`src/rtl/dmem_arbiter.sv`:
```
// dmem_arbiter: shares the single-port data memory between MEM stage and debug port.
// CPU priority with debug starvation guard, halt mode and fixed-latency read return.
module dmem_arbiter #(
  parameter int ADDR_W   = 9,
  parameter int DATA_W   = 32,
  parameter int MAX_WAIT = 4
) (
  input  logic              clk,
  input  logic              reset,
  input  logic              cpu_req,
  input  logic              cpu_we,
  input  logic [ADDR_W-1:0] cpu_addr,
  input  logic [DATA_W-1:0] cpu_wdata,
  output logic              cpu_stall,
  output logic [DATA_W-1:0] cpu_rdata,
  output logic              cpu_rvalid,
  input  logic              dbg_halt,
  input  logic              dbg_req,
  input  logic              dbg_we,
  input  logic [ADDR_W-1:0] dbg_addr,
  input  logic [DATA_W-1:0] dbg_wdata,
  output logic              dbg_gnt,
  output logic [DATA_W-1:0] dbg_rdata,
  output logic              dbg_rvalid,
  output logic              mem_en,
  output logic              mem_we,
  output logic [ADDR_W-1:0] mem_addr,
  output logic [DATA_W-1:0] mem_wdata,
  input  logic [DATA_W-1:0] mem_rdata
);

  localparam int CNT_W = (MAX_WAIT > 1) ? $clog2(MAX_WAIT) : 1;
  localparam logic [CNT_W-1:0] CNT_MAX = CNT_W'(MAX_WAIT - 1);

  typedef enum logic [1:0] {
    RUN,
    FORCE,
    HALT
  } arbState_e;

  arbState_e        state, stateNxt;
  logic [CNT_W-1:0] waitCnt, waitCntNxt;
  logic             cpuGnt, dbgGnt;
  logic             cpuRdPend, dbgRdPend;

  always_comb begin
    stateNxt   = state;
    waitCntNxt = waitCnt;
    cpuGnt     = 1'b0;
    dbgGnt     = 1'b0;
    unique case (state)
      RUN: begin
        cpuGnt = cpu_req & ~dbg_halt;
        dbgGnt = dbg_req & ~cpuGnt;
        if (!dbg_req || dbgGnt) begin
          waitCntNxt = '0;
        end else if (waitCnt == CNT_MAX) begin
          stateNxt = FORCE;
        end else begin
          waitCntNxt = waitCnt + 1'b1;
        end
      end
      // One debug grant (or a withdrawn request) ends the forced window
      FORCE: begin
        dbgGnt     = dbg_req;
        cpuGnt     = cpu_req & ~dbg_req & ~dbg_halt;
        stateNxt   = RUN;
        waitCntNxt = '0;
      end
      HALT: begin
        dbgGnt     = dbg_req;
        stateNxt   = RUN;
        waitCntNxt = '0;
      end
      default: begin
        stateNxt   = RUN;
        waitCntNxt = '0;
      end
    endcase
    if (dbg_halt) stateNxt = HALT;
  end

  assign cpu_stall = cpu_req & ~cpuGnt;
  assign dbg_gnt   = dbgGnt;
  assign cpu_rdata = mem_rdata;
  assign dbg_rdata = mem_rdata;

  always_ff @(posedge clk or posedge reset) begin
    if (reset) begin
      state      <= RUN;
      waitCnt    <= '0;
      mem_en     <= 1'b0;
      mem_we     <= 1'b0;
      mem_addr   <= '0;
      mem_wdata  <= '0;
      cpuRdPend  <= 1'b0;
      dbgRdPend  <= 1'b0;
      cpu_rvalid <= 1'b0;
      dbg_rvalid <= 1'b0;
    end else begin
      state   <= stateNxt;
      waitCnt <= waitCntNxt;
      mem_en  <= cpuGnt | dbgGnt;
      mem_we  <= (cpuGnt & cpu_we) | (dbgGnt & dbg_we);
      if (cpuGnt) begin
        mem_addr  <= cpu_addr;
        mem_wdata <= cpu_wdata;
      end else if (dbgGnt) begin
        mem_addr  <= dbg_addr;
        mem_wdata <= dbg_wdata;
      end
      // Owner tag travels with each read so data returns to its port
      cpuRdPend  <= cpuGnt & ~cpu_we;
      dbgRdPend  <= dbgGnt & ~dbg_we;
      cpu_rvalid <= cpuRdPend;
      dbg_rvalid <= dbgRdPend;
    end
  end

endmodule

```
`config.mk`:
```
export PLATFORM = sky130hd
export DESIGN_NAME = dmem_arbiter
export DESIGN_NICKNAME = d
export VERILOG_FILES = /design/src/rtl/dmem_arbiter.sv
export SDC_FILE = /design/constraint.sdc
export NUM_CORES = 1
export LEC_CHECK = 0
export CORE_UTILIZATION = 34
export DETAILED_ROUTE_END_ITERATION = 6
export HOLD_SLACK_MARGIN = 0.15
export PLACE_DENSITY_LB_ADDON = 0.25
export SLEW_MARGIN = 10
export SYNTH_ARGS = -nofsm -noshare
export SYNTH_HDL_FRONTEND = slang
export SYNTH_SLANG_ARGS = --single-unit
export TNS_END_PERCENT = 1
```
`constraint.sdc`:
```
create_clock -name clk -period 2.4 [get_ports clk]
set_input_delay 0.48 -clock clk [delete_from_list [all_inputs] [get_ports clk]]
set_output_delay 0.48 -clock clk [all_outputs]
set_load 0.03 [all_outputs]
```
==> summary.md <==
| Metric | Value |
|---|---|
| Status | `completed` |
| Nets | `448` |
| Core footprint | `8678 sq um` |
| DR WL/cell | `14.76 um` |
| TritonCTS Sinks | `~50` |
| GRT overflow | `0` |
| Critical Path RT | `1.92 ns` |
| Netlist cell types | `22` |
| Synth Area per Inst | `between 10 and 15 sq um` |
| CP max-delay cell | `dfrtp_1` |
| RSZ-0062 raised after global routing | `no` |
| PwrDens | `673.6 nW/um^2` |
| Antenna violations before repair | `0` |
| Highest clock rate | `434.5 MHz` |
| Largest net degree at the start of global routing | `52` |
| H-Tree Depth | `2` |
| Routability cong. | `approximately 0.74` |
| Hold slack final | `roughly 0.36 ns` |
| Antenna Nets Post-Route | `0` |
| Fin cells | `between 400 and 500` |
| Critical path type | `register to output port` |
| PortBufs | `135` |
| Post-synth ARST share | `1.000` |
| Post-Syn Area | `3019 sq um` |
| Slew Limit Fails | `0` |
| Critical path peak fanout | `3` |
| Syn nets | `approximately 370` |
| CTS Buffer Depth | `2` |
| Die Span X | `96.23 um` |
| Crit-path cells | `inv_2 -> ha_4 -> or2_2 -> o2111ai_4 -> buf_12 -> inv_1 -> buf_4` |
| Starting density of the core | `0.3479` |
| Synthesized flop and latch total | `51` |
| # fillers | `820` |
| Post-synth top flop | `dfrtp_1` |
| Startpoint Class | `register` |
| First-pass GRT wire length | `9.301 mm` |
| Fin crit share | `0.9589` |
| Die Y | `96.23 um` |
| Synth warn | `0` |
| Worst-path clk slew | `0.09 ns` |
| Post-CTS Hold Buffers | `0` |
| DRC | `0` |
| DRC violation total after the first TritonRoute iteration | `29` |
| Max_slew headroom | `0.7678` |
| Clock Latency Late Sink | `about 0.3 ns` |
| Placed cells | `420` |
| Ports | `232` |
| Slew @ Worst Pin | `0.3472 ns` |
| Final Hold Viols | `0` |
| Layout cell share with drive strength beyond 1 | `0.3354` |
| Die ar. | `9260 sq um` |
| Maxcap violations | `0` |
| N_diodes | `0` |
| CP arrival | `between 1.5 and 2 ns` |
| Post-synth EDFFs | `0` |
| Peak VDD IR | `around 0.25 mV` |
| Period minus WS final | `between 2 and 2.5 ns` |
| Synthesized netlist cell count | `243` |
| Post-synthesis sequential area ratio | `0.4227` |
| Final wirelength | `~6.3 mm` |
| Worst Hold Class | `register to register` |
| Largest area contributor in the netlist | `dfrtp_1` |
| Setup violations, final | `0` |
| Largest cells by area after synthesis | `dfrtp_1, mux2_2, buf_4` |
| CTS Buf Count | `5` |
| Vias per inst | `4.535` |
| Finished Core Util | `0.4859` |
| Leak | `1.762 nW` |
| Area Overhead vs Synth | `39.66%` |
| Most instantiated cells after synthesis | `mux2_2, buf_4, dfrtp_1, inv_1, mux2_4` |
| Yosys top cell area share | `0.4227` |
| CP endpoint kind | `output port` |
| CP peak stage delay | `0.41 ns` |
| DPL Wire Length | `4.498 mm` |
| CTS tree | `done` |
| Vias in the first global route | `between 1500 and 2000` |
| Setup TNS | `0 ns` |
| Dominant cell by count in the synthesized netlist | `mux2_2` |
| Gr usage total | `0.1337` |
| Pre-Repair DR Iteration Count | `4` |
| Vias | `1950` |
| Clk root buf | `clkbuf_8` |
| Layout Skew | `approximately 0.0063 ns` |
| Standard-cell rows | `34` |
-- layer usage --
layer	global-route usage	share of wire	vias to the layer above
li1	-	-	910
met1	0.1579	0.39	918
met2	0.2145	0.48	95
met3	0.05450	0.10	27
met4	0.05473	0.028	0
met5	0	0	-
-- state kept, by name, summed over array words and instances, names as in the netlist --
name,flops
dbg_rvalid,1
cpuRdPend,1
waitCnt,2
mem_wdata,32
mem_we,1
state,2
mem_en,1
mem_addr,9
cpu_rvalid,1
dbgRdPend,1
-- kinds of logic (layout without fill, tap and decap cells) --
kind of cell	Yosys count	count (layout)	share of synthesized area
compound gates	10	10	0.02735
flops	51	51	0.4227
buf+inv	81	160	0.1923
simple gates	14	14	0.02362
mux	82	82	0.3133
fa+ha+maj	5	5	0.02072
-- worst paths after layout --
path                       slack, ns  startpoint            end  cells past startpoint
hold reg to reg                 0.36   dbgRdPend     dbg_rvalid                      0
max in group asynchronous       1.62       reset       state[0]                      3
min in group asynchronous       0.53       reset  mem_wdata[19]                      3
hold / removal                  0.36   dbgRdPend     dbg_rvalid                      0
setup / recovery                 0.1    state[1]        dbg_gnt                      7
setup reg to reg                0.14    state[1]    mem_addr[5]                      8
-- worst max-delay path: cells and delay by family (launching register included) --
family / cells / cell delay (ns)
simple gates: 1 / 0.30
fa+ha+maj: 1 / 0.21
compound gates: 1 / 0.16
flops: 1 / 0.41
buf+inv: 4 / 0.44
-- placed cells by master (no fill, tap or decap), types with 4 or more instances in the layout --
master,Yosys,layout
buf_12,0,5
buf_4,64,6
clkbuf_8,0,6
clkdlybuf4s50_1,0,133
dfrtp_1,51,51
inv_1,8,5
mux2_2,75,75
mux2_4,6,6
nand2_1,4,4
-- metrics by stage --
| stage | power [mW] | setup WS (ns) | area (sq um) |
|---|---|---|---|
| global route | 2.999 | 0.007451 | 4217 |
| floorplan | 2.002 | 0.2660 | 3019 |
| global placement | 2.328 | 0.07375 | 4066 |
| CTS | 2.892 | 0.03314 | 4214 |
| detailed placement | 2.343 | 0.04118 | 4066 |
| finish | 2.840 | 0.09857 | 4217 |
-- power breakdown --
group          switching [mW]  internal [mW]
sequential             0.0745           1.02
clock                   0.280          0.227
combinational           0.557          0.686
-- area by class of cell --
cell class,count,area [sq um],area share
timing repair buffer,145,1509,0.3579
inverter,8,30.03,0.007122
clock buffer,6,82.58,0.01958
clock inverter,1,5.005,0.001187
sequential,51,1276,0.3027
tap,108,135.1,0.03205
multi-input combinational,111,1179,0.2795
-- what timing repair did --
| action | in CTS | in global routing |
|---|---|---|
| setup buffers | 2 | 0 |
| gates resized for setup | 1 | 3 |
| cloned | 1 | 0 |
| endpoints found under the hold margin | 0 | 0 |
| endpoints found under the setup margin | 1 | 11 |
No activity file was read; power rests on OpenSTA's default activity.
